File: src/rtl/regfile_arb_pkg.sv
// Purpose: shared types and helpers for the register-file port arbiter.
//   state_e : FSM encoding (ST_CLEAR while zeroing the array, ST_RUN otherwise)
//   clog2   : pointer-width helper for the round-robin arbiters
package regfile_arb_pkg;

    typedef enum logic {
        ST_CLEAR = 1'b0,
        ST_RUN   = 1'b1
    } state_e;

    // Returns the number of bits needed to hold values 0..value-1 (minimum 1).
    function automatic int clog2(input int value);
        int r;
        r = 1;
        while ((1 << r) < value) begin
            r++;
        end
        return r;
    endfunction

endpackage

File: src/rtl/rr_arbiter.sv
// Purpose: round-robin arbiter with an internal priority pointer.
// Ports:
//   CLK, RST_N : clock, asynchronous active-low reset (pointer -> 0)
//   req        : per-requester request vector
//   en         : grants are only issued while en=1
//   gnt        : one-hot grant (combinational from req, en and pointer)
module rr_arbiter
    import regfile_arb_pkg::*;
#(
    parameter int nreq = 4
) (
    input  logic            CLK,
    input  logic            RST_N,
    input  logic [nreq-1:0] req,
    input  logic            en,
    output logic [nreq-1:0] gnt
);

    localparam int PW = clog2(nreq);

    logic [PW-1:0] ptr_q, ptr_d;
    logic          found;

    // Search upward from the pointer, wrapping modulo nreq; the first hit wins
    // and the pointer moves just past it so that requester drops to lowest priority.
    always_comb begin
        int j;
        // NOTE: every variable written here gets a default first, otherwise a
        // path that skips the assignment would infer a latch.
        j     = 0;
        gnt   = '0;
        found = 1'b0;
        ptr_d = ptr_q;
        for (int i = 0; i < nreq; i++) begin
            j = int'(ptr_q) + i;
            if (j >= nreq) begin
                j = j - nreq;
            end
            if (en && !found && req[j[PW-1:0]]) begin
                found            = 1'b1;
                gnt[j[PW-1:0]]   = 1'b1;
                ptr_d            = (j == nreq - 1) ? '0 : PW'(j + 1);
            end
        end
    end

    // NOTE: sequential state is updated with non-blocking assignments so every
    // flop samples the pre-edge values regardless of process ordering.
    always_ff @(posedge CLK or negedge RST_N) begin
        if (!RST_N) begin
            ptr_q <= '0;
        end else begin
            ptr_q <= ptr_d;
        end
    end

endmodule

File: src/rtl/regfile_port_arbiter.sv
// Purpose: shares the single read and single write port of a register file
//   among nreq requesters with independent round-robin arbitration, and zeroes
//   the whole array after reset and on CLEAR_REQ while holding requesters off.
// Ports:
//   CLK, RST_N                         : clock, async active-low reset
//   RD_REQ_VALID/INDEX, RD_REQ_READY   : read request channel (one-hot grant)
//   RD_RESP_DATA, RD_RESP_VALID        : registered read response, 1-cycle latency
//   WR_REQ_VALID/INDEX/DATA, WR_REQ_READY : write request channel (one-hot grant)
//   CLEAR_REQ, CLEAR_DONE              : clear pass request / idle-in-RUN flag
//   OOR_ERR                            : sticky out-of-range index flag
//   RF_READ_INDEX, RF_READ_DATA        : register-file read port (combinational read)
//   RF_WRITE_EN/INDEX/DATA             : register-file write port
module regfile_port_arbiter
    import regfile_arb_pkg::*;
#(
    parameter int width = 32,
    parameter int n     = 5,
    parameter int size  = 32,
    parameter int nreq  = 4
) (
    input  logic                  CLK,
    input  logic                  RST_N,
    input  logic [nreq-1:0]       RD_REQ_VALID,
    input  logic [nreq*n-1:0]     RD_REQ_INDEX,
    output logic [nreq-1:0]       RD_REQ_READY,
    output logic [width-1:0]      RD_RESP_DATA,
    output logic [nreq-1:0]       RD_RESP_VALID,
    input  logic [nreq-1:0]       WR_REQ_VALID,
    input  logic [nreq*n-1:0]     WR_REQ_INDEX,
    input  logic [nreq*width-1:0] WR_REQ_DATA,
    output logic [nreq-1:0]       WR_REQ_READY,
    input  logic                  CLEAR_REQ,
    output logic                  CLEAR_DONE,
    output logic                  OOR_ERR,
    output logic [n-1:0]          RF_READ_INDEX,
    input  logic [width-1:0]      RF_READ_DATA,
    output logic                  RF_WRITE_EN,
    output logic [n-1:0]          RF_WRITE_INDEX,
    output logic [width-1:0]      RF_WRITE_DATA
);

    // One extra bit so size == 2**n is representable in the range compare.
    localparam logic [n:0]   SIZE_L   = (n + 1)'(size);
    localparam logic [n-1:0] CNT_LAST = n'(size - 1);

    state_e             state_q, state_d;
    logic [n-1:0]       cnt_q, cnt_d;
    logic [width-1:0]   resp_data_q;
    logic [nreq-1:0]    resp_valid_q;
    logic               oor_q;

    logic               run;
    logic [nreq-1:0]    rd_gnt, wr_gnt;
    logic               rd_any, wr_any, rd_oor, wr_oor;
    logic [n-1:0]       rd_idx, wr_idx;
    logic [width-1:0]   wr_data;

    assign run = (state_q == ST_RUN);

    rr_arbiter #(.nreq(nreq)) u_rd_arb (
        .CLK   (CLK),
        .RST_N (RST_N),
        .req   (RD_REQ_VALID),
        .en    (run),
        .gnt   (rd_gnt)
    );

    rr_arbiter #(.nreq(nreq)) u_wr_arb (
        .CLK   (CLK),
        .RST_N (RST_N),
        .req   (WR_REQ_VALID),
        .en    (run),
        .gnt   (wr_gnt)
    );

    // Grants are one-hot, so an OR-style mux selects the granted fields.
    always_comb begin
        rd_idx  = '0;
        wr_idx  = '0;
        wr_data = '0;
        for (int i = 0; i < nreq; i++) begin
            if (rd_gnt[i]) begin
                rd_idx = RD_REQ_INDEX[i*n +: n];
            end
            if (wr_gnt[i]) begin
                wr_idx  = WR_REQ_INDEX[i*n +: n];
                wr_data = WR_REQ_DATA[i*width +: width];
            end
        end
    end

    assign rd_any = |rd_gnt;
    assign wr_any = |wr_gnt;
    assign rd_oor = rd_any && ({1'b0, rd_idx} >= SIZE_L);
    assign wr_oor = wr_any && ({1'b0, wr_idx} >= SIZE_L);

    // FSM next state: CLEAR walks cnt 0..size-1 then enters RUN.
    always_comb begin
        state_d = state_q;
        cnt_d   = cnt_q;
        unique case (state_q)
            ST_CLEAR: begin
                if (cnt_q == CNT_LAST) begin
                    state_d = ST_RUN;
                    cnt_d   = '0;
                end else begin
                    cnt_d = cnt_q + n'(1);
                end
            end
            ST_RUN: begin
                if (CLEAR_REQ) begin
                    state_d = ST_CLEAR;
                    cnt_d   = '0;
                end
            end
            default: begin
                state_d = ST_CLEAR;
                cnt_d   = '0;
            end
        endcase
    end

    // Register-file write port: the clear pass owns it outside RUN.
    always_comb begin
        RF_WRITE_EN    = wr_any && !wr_oor;
        RF_WRITE_INDEX = wr_idx;
        RF_WRITE_DATA  = wr_data;
        if (!run) begin
            RF_WRITE_EN    = 1'b1;
            RF_WRITE_INDEX = cnt_q;
            RF_WRITE_DATA  = '0;
        end
    end

    always_ff @(posedge CLK or negedge RST_N) begin
        if (!RST_N) begin
            state_q      <= ST_CLEAR;
            cnt_q        <= '0;
            resp_data_q  <= '0;
            resp_valid_q <= '0;
            oor_q        <= 1'b0;
        end else begin
            state_q      <= state_d;
            cnt_q        <= cnt_d;
            resp_valid_q <= rd_gnt;
            // Data is held between grants; out-of-range reads return zero.
            if (rd_any) begin
                resp_data_q <= rd_oor ? '0 : RF_READ_DATA;
            end
            // Starting a clear pass wins over a same-cycle range error.
            if (run && CLEAR_REQ) begin
                oor_q <= 1'b0;
            end else if (rd_oor || wr_oor) begin
                oor_q <= 1'b1;
            end
        end
    end

    assign RD_REQ_READY  = rd_gnt;
    assign WR_REQ_READY  = wr_gnt;
    assign RD_RESP_DATA  = resp_data_q;
    assign RD_RESP_VALID = resp_valid_q;
    assign CLEAR_DONE    = run;
    assign OOR_ERR       = oor_q;
    assign RF_READ_INDEX = rd_idx;

endmodule

File: config.mk
export PLATFORM = sky130hd
export DESIGN_NAME = regfile_port_arbiter
export DESIGN_NICKNAME = d
export VERILOG_FILES = /design/src/rtl/regfile_arb_pkg.sv /design/src/rtl/rr_arbiter.sv /design/src/rtl/regfile_port_arbiter.sv
export SDC_FILE = /design/constraint.sdc
export NUM_CORES = 1
export LEC_CHECK = 0
export CORE_AREA = 3 3 117 119
export DETAILED_ROUTE_END_ITERATION = 16
export DIE_AREA = 0 0 120 122
export DONT_BUFFER_PORTS = 1
export GPL_TIMING_DRIVEN = 0
export SYNTH_ARGS = -nofsm -noshare
export SYNTH_HDL_FRONTEND = slang
export SYNTH_SLANG_ARGS = --single-unit
File: constraint.sdc
create_clock -name CLK -period 3.35 [get_ports CLK]
set_clock_uncertainty 0.05 [all_clocks]
set_input_delay 0.1675 -clock CLK [delete_from_list [all_inputs] [get_ports CLK]]
set_output_delay 0.1675 -clock CLK [all_outputs]
set_load 0.005 [all_outputs]
# Yosys cells after proc, flatten, opt, wreduce, memory -nomap -nowiden
# Index checks and enable logic that the tools add are counted.
# totals
register_bits,46
latch_bits,0
ram_bits,0
rom_bits,0
inputBits,211
elab_cells,193
mem_count,0
# op_classes
addsub,23
mul,0
n_div,0
order_cmp,24
n_eq_ne,10
shift,0
mux,91
bitwise,7
reduce_logical,32
# op_table
cell,count
32-bit 2-to-1 mux,13
"32-bit by 3-bit equality test with 1-bit output, second input constant",8
"32-bit by 4-bit greater-or-equal comparator with 1-bit output, second input constant",6
"32-bit by 4-bit subtractor with 32-bit output, second input constant",6
5-bit 2-to-1 mux,11
2-bit 2-to-1 mux,16
4-bit 2-to-1 mux,8
1-bit 2-to-1 mux,25
"2-bit by 3-bit less-than comparator with 1-bit output, second input constant",8
4-bit bitwise OR,6
1-bit logical AND,22
"2-bit adder, second input constant",8
1-bit binary-select mux with 2-bit select,8
1-bit demux with 2-bit select,8
"2-bit by 1-bit greater-or-equal comparator with 1-bit output, second input constant",8
"2-bit by 2-bit adder with 3-bit output, second input constant",4
5-bit one-hot mux with 2 select lines,1
4-bit nonzero test,2
4-bit OR reduction,2
"2-bit by 3-bit subtractor with 4-bit output, second input constant",2
"2-bit by 1-bit adder with 3-bit output, second input constant",2
"2-bit by 3-bit greater-or-equal comparator with 1-bit output, second input constant",2
1-bit logical NOT,6
"5-bit by 1-bit adder with 5-bit output, second input constant",1
other kinds (4),4

# Depth between registers and ports, before layout
# Gate-level depths: netlist of the first run.
# logic_depth
word_depth,23
depth_mapped,12
ltp_nobuf,9

# Hierarchy
# A second synthesis of the first run with hierarchy kept.
# unflattened
hier_cells,448
hier_area_um2,3956.3
# by_module_without_submodules
module,instances,cells_each,area_each_um2,seq_area_each_um2
regfile_port_arbiter,1,315,2781.4,1051.0
rr_arbiter at u_wr_arb,1,67,590.6,50.0
rr_arbiter at u_rd_arb,1,66,584.3,50.0

# Worst setup path before layout of the first run
# OpenSTA, ideal clock, no wires.
# synth_timing
path_kind,register -> output
start,reg u_wr_arb.ptr_q[1]
end,out RF_WRITE_DATA[0]
t_arrival_ps,2921
path_slack_ps,211
path_stages_with_launch,12
n_path_buf,3
cell_sequence,dfrtp_1 -> clkbuf_1 -> inv_1 -> ha_1 -> mux4_2 -> buf_2 -> nand2_1 -> o21ai_1 -> a221oi_4 -> nand4_1 -> clkbuf_1 -> o221ai_1
# synth_between
elab_chain_cells,23
# synth_rtl
element,line,source
from (decl),rr_arbiter.sv:21,"logic [PW-1:0] ptr_q, ptr_d;"
from (signal assigned),rr_arbiter.sv:53,ptr_q <= ptr_d;
branches (longest 17 deep; another with 32-bit by 4-bit subtractor with 32-bit output),-,
4-bit 2-to-1 mux *,rr_arbiter.sv:39,if (en && !found && req[j[PW-1:0]]) begin
32-bit 2-to-1 mux (3 in series),regfile_port_arbiter.sv:85,if (wr_gnt[i]) begin
32-bit 2-to-1 mux *,regfile_port_arbiter.sv:85,
32-bit 2-to-1 mux *,regfile_port_arbiter.sv:128,if (!run) begin
to (decl),regfile_port_arbiter.sv:39,output logic [width-1:0] RF_WRITE_DATA
# Every way passes the cells marked *. The select of a mux whose other input is x is not followed.

# Worst setup path in the final report of the first run
# layout_timing
start,reg u_wr_arb.ptr_q[0]
end,out RF_WRITE_DATA[6]
# layout_between
elab_chain_cells,23
# layout_rtl
element,line,source
branches (longest 17 deep; another with 32-bit by 4-bit subtractor with 32-bit output),-,
4-bit 2-to-1 mux *,rr_arbiter.sv:39,
via WR_REQ_READY[0],regfile_port_arbiter.sv:31,"output logic [nreq-1:0] WR_REQ_READY,"
32-bit 2-to-1 mux * (4 in series),regfile_port_arbiter.sv:85,
32-bit 2-to-1 mux *,regfile_port_arbiter.sv:128,
# Mark *: on every way through the listed nets, which the timed path passes. The select of a mux whose other input is x is not followed.

==> summary.md, run 1 <==
The tools report the max-slew headroom at the worst pin as 0.602. Setup repair after global routing could not meet its margin everywhere. Entering global routing, the biggest net connects 47 pins. After the first detailed-routing iteration, the DRC count stood at 218.

Data required time at the worst endpoint: 3.13 ns. The detailed-route wire length is 17600 um, and the power per standard cell area is 675 nW/um^2. STA classifies the critical path endpoint as an output pin.

The power dissipated by switching net loads came out at 0.00174 W. The final weighted congestion of routability-driven global placement is 0.882, and the post-route minimum period is 3.33 ns. Clock-pin slew was measured on the worst setup and hold paths at 0.06 ns. TritonCTS built the clock tree. Prior to clock tree synthesis, the placed netlist has a worst setup slack of -0.566 ns. Ratio of cells with drive above 1 in the final layout: 0.380. The count of nets after finishing was 777; the post-detailed-route wirelength per cell was 24.2 um. The tightest hold path in the finished design has a slack of 0.0457 ns.

The total global-route track usage came out at 0.217. Ratio of routed vias to standard cells: 6.00. The run finished with clean final reports. STA classifies the critical path startpoint as a flip-flop. For the worst-skew pair, the clock arrives at the later sink with an insertion delay of 0.28 ns. A synthesized cell averages 9.14 um^2.

The net count after synthesis is 716. After synthesis, the largest family of logic cells by area is compound AO/OA/AOI/OAI gates. The run gives 41 as the total number of placement rows. The category of the most critical setup path is flip-flop to output pin.

The buffer type at the clock tree root was clkbuf_16. The number of enable-type register cells in the synthesized netlist was 0. In this run the horizontal extent of the chip is 120 um. Internal power component: 0.00255 W. The design area was 6350 um^2.

Once detailed placement completed, the half-perimeter wirelength came to 13200 um. The static power due to leakage is 2.45 nW. The peak supply drop is 0.000243 V.

Leading register cell type out of synthesis: dfrtp_1. Compared with the post-synthesis result, the final layout area differs by 41.6%. After detailed routing, the number of remaining DRC violations is 0. Max-cap violations in this run came to 0. For the number of global-route vias before repair, the log shows 4393. In this run the cell area of the synthesized design comes to 4490 um^2. The die covers 14600 um^2. The xor/xnor share of the synthesized area was 0.00781; the number of pins exceeding their max-slew limit in the final report was 0.

The clock passes through at most 2 buffers. The clock tree synthesis step divided the H-tree into 2 levels. The portion of the clock cycle consumed by the worst path in the final layout was 0.995. The initial antenna violation count is 6, and the instance area at placement is 4700 um^2. The adder-cell share of the synthesized area came out at 0.0391. Setup violations remaining at the end of the flow were counted as 0. The final hold violation count was 0; the count of buffers inserted at the top-level ports was 0. The post-route antenna net violation count was 0; the sequential-to-total area share from yosys stat was 0.257. For the post-layout worst setup margin, the log shows 0.0164 ns. The clock drives 46 sinks. The post-synthesis sequential element count is 46, and the mux share of post-synthesis cell area is 0.159.

The wire length of the first global-routing pass came out at 25000 um. Share of total power in sequential cells: 0.251. The min-delay analysis places its worst path in the category input pin to flip-flop.

The clock network fraction of total power was 0.129; the share of synthesized cell area in and, or, nand and nor gates was 0.174. The logic gate share of total power came out at 0.620. The sum of overflow across all layers after global routing was 0; the number of clock buffers inserted by TritonCTS was 5.

At the pin with the least slew margin, the transition time is 0.589 ns. The synthesized netlist contains 66 unique library cells. The vias after detailed routing came out at 4382. Iteration count of the initial detailed-routing pass: 4. For this run, the top clock speed supported by timing is 300 MHz. The number of synthesis warnings is 0. Of all nets on the critical path, the largest fanout is 10. For the cell count after synthesis, the log shows 491. The proportion of register bits with asynchronous set or reset after synthesis is 1.00. The synthesized-area fraction occupied by ao, oa, aoi and oai cells was 0.261. The logs give 0.501 for the final standard cell utilization of the core and 1140 for the fill cell instance count of the final layout.

The initial core utilization came out at 0.354. The number of top-level design ports was 300. The switching part of the total was 0.406; the critical path arrival was 3.12 ns. For the core outline area, the log shows 12700 um^2.

The die height came out at 122 um.
==> power groups by stage <==
stage                     Combinational (W)  Clock (W)  Sequential (W)
final                               0.00266   0.000555         0.00107
after global routing                0.00284   0.000598         0.00111
after CTS                           0.00244   0.000569         0.00107
after detailed placement            0.00207          0         0.00108
after global placement              0.00202          0         0.00107
after floorplan                     0.00171          0         0.00101
==> cell type report <==
cell class                 instances  area, um^2  share of cell area
antenna                            5        12.5             0.00197
tap                              172         215              0.0339
clock buffer                       6         129              0.0203
buffer                            38         420              0.0662
clock inverter                     2        37.5             0.00591
inverter                          56         216              0.0341
multi-input combinational        348        3630               0.572
timing repair buffer              57         538              0.0847
sequential                        46        1150               0.181
==> critical path, cell delays in order (launching register included) <==
cell        delay [ns]
dfrtp_1           0.38
buf_6             0.12
clkinvlp_4        0.09
ha_4              0.28
mux4_2            0.57
buf_6             0.17
nand3b_1          0.08
a21oi_1           0.08
a221o_1           0.35
buf_4             0.17
buf_8             0.15
a32oi_4           0.26
o221ai_4          0.13
==> state kept, by name, indices dropped and copies added (netlist names) <==
signal          count
RD_RESP_DATA       32
cnt_q               5
RD_RESP_VALID       4
u_rd_arb.ptr_q      2
u_wr_arb.ptr_q      2
CLEAR_DONE          1
==> layout by cell type, fill, tap and decap left out, types with 10 or more instances in the layout <==
| cell type | netlist | layout |
|---|---|---|
| a32oi_2 | 0 | 24 |
| ha_1 | 14 | 12 |
| buf_4 | 1 | 23 |
| o21ai_0 | 10 | 10 |
| o221ai_2 | 0 | 23 |
| buf_6 | 4 | 16 |
| mux2_4 | 30 | 30 |
| and2_1 | 26 | 25 |
| nor2_1 | 12 | 10 |
| dlygate4sd3_1 | 0 | 34 |
| dfrtp_1 | 46 | 45 |
| nand2_1 | 46 | 43 |
| inv_1 | 53 | 51 |
==> cell usage after synthesis (all sizes together) (3+ instances only) <==
cell / instances / share of area
nand3b: 7 / 0.012
nand4: 3 / 0.0042
o2bb2ai: 3 / 0.0059
o21bai: 5 / 0.0084
mux2: 34 / 0.11
and4: 6 / 0.012
a31oi: 7 / 0.0098
dfrtp: 46 / 0.26
xnor2: 3 / 0.0059
a32oi: 31 / 0.061
o21ai: 17 / 0.019
o221ai: 32 / 0.062
nor2b: 4 / 0.0056
a22oi: 5 / 0.0084
clkbuf: 23 / 0.019
nand3: 7 / 0.0078
and2: 34 / 0.047
mux4: 7 / 0.035
inv: 55 / 0.046
mux2i: 6 / 0.013
ha: 14 / 0.039
nor3: 6 / 0.0078
a221oi: 14 / 0.039
buf: 18 / 0.036
nand2: 46 / 0.038
nand2b: 6 / 0.0084
a21oi: 9 / 0.010
nor2: 12 / 0.010
==> metrics by stage <==
stage | TNS (ns) | cells | power (W)
global placement | -13.91 | 663 | 0.00310
finish | 0 | 730 | 0.00429
floorplan | 0 | 491 | 0.00272
global route | -1.15 | 730 | 0.00455
detailed placement | -15.84 | 663 | 0.00315
CTS | 0 | 721 | 0.00408
==> path summary, 6_finish.rpt <==
check	slack, ns	start	cells past startpoint	endpoint
max reg2reg	0.19	u_rd_arb.ptr_q[0]	12	RD_RESP_DATA[12]
max in group asynchronous	2.65	RST_N	2	u_rd_arb.ptr_q[1]
min in group asynchronous	0.37	RST_N	2	RD_RESP_DATA[14]
min reg2reg	0.49	RD_RESP_DATA[18]	1	RD_RESP_DATA[18]
min	0.05	CLEAR_REQ	2	cnt_q[0]
max	0.02	u_wr_arb.ptr_q[0]	12	RF_WRITE_DATA[6]
==> routing by layer <==
layer / wire [um] / vias up / part of all wire / global-route usage
met5: 8 / - / 0.00045 / 0
met4: 530 / 2 / 0.030 / 0.0923
met3: 1570 / 32 / 0.089 / 0.0627
met2: 9320 / 231 / 0.53 / 0.399
met1: 6210 / 2144 / 0.35 / 0.232
li1: - / 1973 / - / -
==> cells by family after synthesis <==
family | Yosys count
other cells | 1
simple gates | 142
flops | 46
buf+inv | 97
fa+ha+maj | 14
mux | 47
xor+xnor | 4
compound gates | 140
==> repair_timing <==
| action | CTS | global route |
|---|---|---|
| pin swaps | 17 | 22 |
| gates resized for setup | 114 | 87 |
| gates cloned | 1 | 0 |
| setup buffers | 15 | 6 |
| hold buffers | 35 | 0 |
| setup endpoints to repair | 46 | 75 |
| endpoints found under the hold margin | 82 | 0 |
(Power assumes the default switching activity.)
==> inputs of run 2 (changes only) <==
- CAP_MARGIN: default -> 20
- CORE_AREA: 3 3 117 119 -> 3 3 116 118
- DIE_AREA: 0 0 120 122 -> 0 0 119 121
==> run 2 against run 1 <==
Net effect:
- the flow now finishes with violations (setup timing)
- maximum frequency shrank 2.5%
- hold slack gained 0.00086 ns
- flip-flop and latch count is the same
- non-clock buffer count grew 10
- largest cell class unchanged
- largest power group unchanged
- highest routed layer is now met4
==> summary.md, run 2 (synthesis gave the netlist of run 1 again) <==
The maximum fanout along the worst path is 10 (unchanged), and the max-cap violation count is 0 (unchanged). Final hold violation count: 0 (unchanged). The number of flip-flops under the largest register name was 32 (unchanged).

The run finished, with violations left. The post-route minimum period was 3.42 ns (+0.0857 ns); the post-route non-filler standard cell count was 740 (+1.4%). The run gives 41 (unchanged) as the total number of placement rows. The number of cells in the design after placement was 663 (unchanged); the data required time at the worst endpoint was 3.13 ns (about the same).

The total global-route track usage is 0.229 (+0.0117). STA classifies the critical path startpoint as a flip-flop. The tools report the detailed-route wire length as 18200 um (+3.0%). The most utilized layer in the global route result is met2. The core outline area came out at 12600 um^2 (-0.81%).

The clock insertion delay at the later pin of the skew report came out at 0.29 ns (about the same). The number of violations reported at the end of detailed-routing iteration 0 was 246 (+13%). The wire length of the first global-routing pass was 26100 um (+4.1%). Met2 usage: 0.413 (+0.0136). The tools report the final weighted congestion of routability-driven global placement as 0.947 (+7.4%).

The die height came out at 121 um (-0.82%). Ratio of routed vias to standard cells: 5.96 (-0.72%). The initial core utilization is 0.357 (+0.00289), and the static power due to leakage is 2.55 nW (+4.0%).

The ratio of cells with drive above 1 in the final layout is 0.380 (about the same). The checks that failed: setup timing. The tools report the maximum root-to-sink buffer count as 2 (unchanged).

TritonCTS built the clock tree. The tools report the detailed-placement wirelength estimate as 13200 um (about the same). The logs give 4 (-2) for the initial antenna violation count and 0.253 (+0.0212) for the met1 layer usage reported by global route. The logs give 1096 (-3.9%) for the fill cell instance count of the final layout and 0.0465 ns (+0.000860 ns) for the final worst hold slack. The post-route antenna net violation count came out at 0 (unchanged).

The most frequent standard cell in the layout excluding fill and tap cells is inv_1. Power per standard cell area: 673 nW/um^2 (-0.24%). The count of buffers inserted at the top-level ports is 0 (unchanged), and the clock slew seen by the registers of the worst setup and hold paths is 0.06 ns (about the same). The actual slew at the worst max-slew pin works out to 0.559 ns (-0.0295 ns). The tools report the type of destination of the critical path as an output pin.

The area added between synthesis and finish was 46.1%; the count of nets after finishing was 787 (+1.3%). The tools report the met3 usage in global routing as 0.0569 (-0.00580). Max-slew headroom at the worst pin: 0.627 (+0.0248).

The sum of overflow across all layers after global routing came out at 0 (unchanged). Peak clock frequency supported by timing: 292 MHz (-2.5%). For the TritonCTS sink count, the log shows 46 (unchanged). The setup path with the least slack is of type flip-flop to output pin. The count of H-tree levels built during CTS was 2 (unchanged). The peak supply drop was 0.000298 V (+23%); the final setup violation count was 32 (+32). The run gives 3.20 ns (+0.08 ns) as the critical path arrival. For the maximum number of pins on one net before global-route repair, the log shows 47 (unchanged). The DRC violations left was 0 (unchanged); the number of clock buffers inserted by TritonCTS was 5 (unchanged).

The tree is rooted in a clkbuf_16. The tools report the post-layout worst setup margin as -0.0693 ns (-0.0857 ns). The path class of the tightest hold or removal check is input pin to flip-flop.

In the layout the commonest cells are 51 x inv_1, 45 x dfrtp_1, 45 x nand2_1. The number of global-route vias before repair came out at 4460 (+1.5%). The number of pins exceeding their max-slew limit in the final report was 0 (unchanged); the portion of the clock cycle consumed by the worst path in the final layout was 1.02 (+0.0256).

Setup repair after global routing could not meet its margin everywhere. The logs give 4410 (+0.64%) for the vias after detailed routing and 300 (unchanged) for the number of top-level design ports. The die outline width is 119 um (-0.83%), and the post-detailed-route wirelength per cell is 24.6 um (+1.6%). The run gives 14400 um^2 (-1.6%) as the full die area.

The final setup TNS is -0.738 ns (-0.738 ns), and the iteration count of the initial detailed-routing pass is 5 (+1).
==> run 2: changes by cell type in the layout (fill, tap and decap cells not counted), sizes merged <==
cell,before,now
clkbuf,13,19
buf,54,57
bufinv,1,0
clkinv,1,2
clkinvlp,2,3
==> run 2: power breakdown <==
part | leakage [nW] | total, W | switching [W] | internal, W
logic | 1.93 | 0.00284 | 0.00138 | 0.00146
registers | 0.552 | 0.00108 | 0.000244 | 0.000832
clock network | 0.0665 | 0.000495 | 0.000216 | 0.000279
==> run 2: final timing paths <==
kind | start | end | slack (ns) | depth (start not counted)
worst min register to register | RD_RESP_DATA[19] | RD_RESP_DATA[19] | 0.49 | 1
worst max register to register | u_rd_arb.ptr_q[0] | RD_RESP_DATA[6] | 0.25 | 12
min in group asynchronous | RST_N | RD_RESP_DATA[6] | 0.35 | 2
worst max-delay path | u_wr_arb.ptr_q[0] | RF_WRITE_DATA[30] | -0.07 | 12
worst min-delay path | CLEAR_REQ | cnt_q[0] | 0.05 | 2
max in group asynchronous | RST_N | u_rd_arb.ptr_q[1] | 2.68 | 2
==> run 2: layer usage <==
| metal | share of wire | wire (um) |
|---|---|---|
| met3 | 0.093 | 1680 |
| met5 | 0 | 0 |
| met4 | 0.036 | 646 |
| met2 | 0.52 | 9510 |
| met1 | 0.35 | 6320 |
==> run 2: cell type report <==
cell class,instances,area (um^2),area share
plain buffers,40,462,0.0705
diodes,5,12.5,0.00191
multi-input cells,348,3680,0.561
inverters,56,219,0.0334
repair buffers,65,666,0.102
well taps,172,215,0.0328
flip-flops and latches,46,1150,0.176
clock buffers,5,125,0.0191
clock inverters,3,23.8,0.00363
==> run 2: per-stage QoR <==
stage	util	instance area [um^2]	power [W]	worst slack, ns
floorplan	-	4490	0.00272	0.211
finish	0.521	6550	0.00441	-0.0693
global route	0.521	6550	0.00471	-0.145
detailed placement	0.374	4700	0.00316	-0.518
CTS	0.461	5790	0.00400	0.00179
global placement	0.374	4700	0.00310	-0.487
==> run 2: repair_timing <==
| action | CTS | global route |
|---|---|---|
| cloned | 0 | 3 |
| endpoints found under the setup margin | 46 | 75 |
| buffers inserted | 13 | 14 |
| endpoints found under the hold margin | 82 | 0 |
| pin swaps | 16 | 24 |
| resized for setup | 102 | 110 |
| hold buffers | 35 | 0 |
==> run 2: worst max-delay path, cell delays in order (launching register included) <==
cell and delay, ns:
dfrtp_1 0.40, buf_6 0.13, clkinvlp_4 0.10, ha_4 0.29
mux4_2 0.56, buf_6 0.17, nand3b_1 0.08, a21oi_1 0.07
a221o_1 0.38, buf_6 0.19, buf_12 0.15, a32oi_1 0.24
o221ai_2 0.16
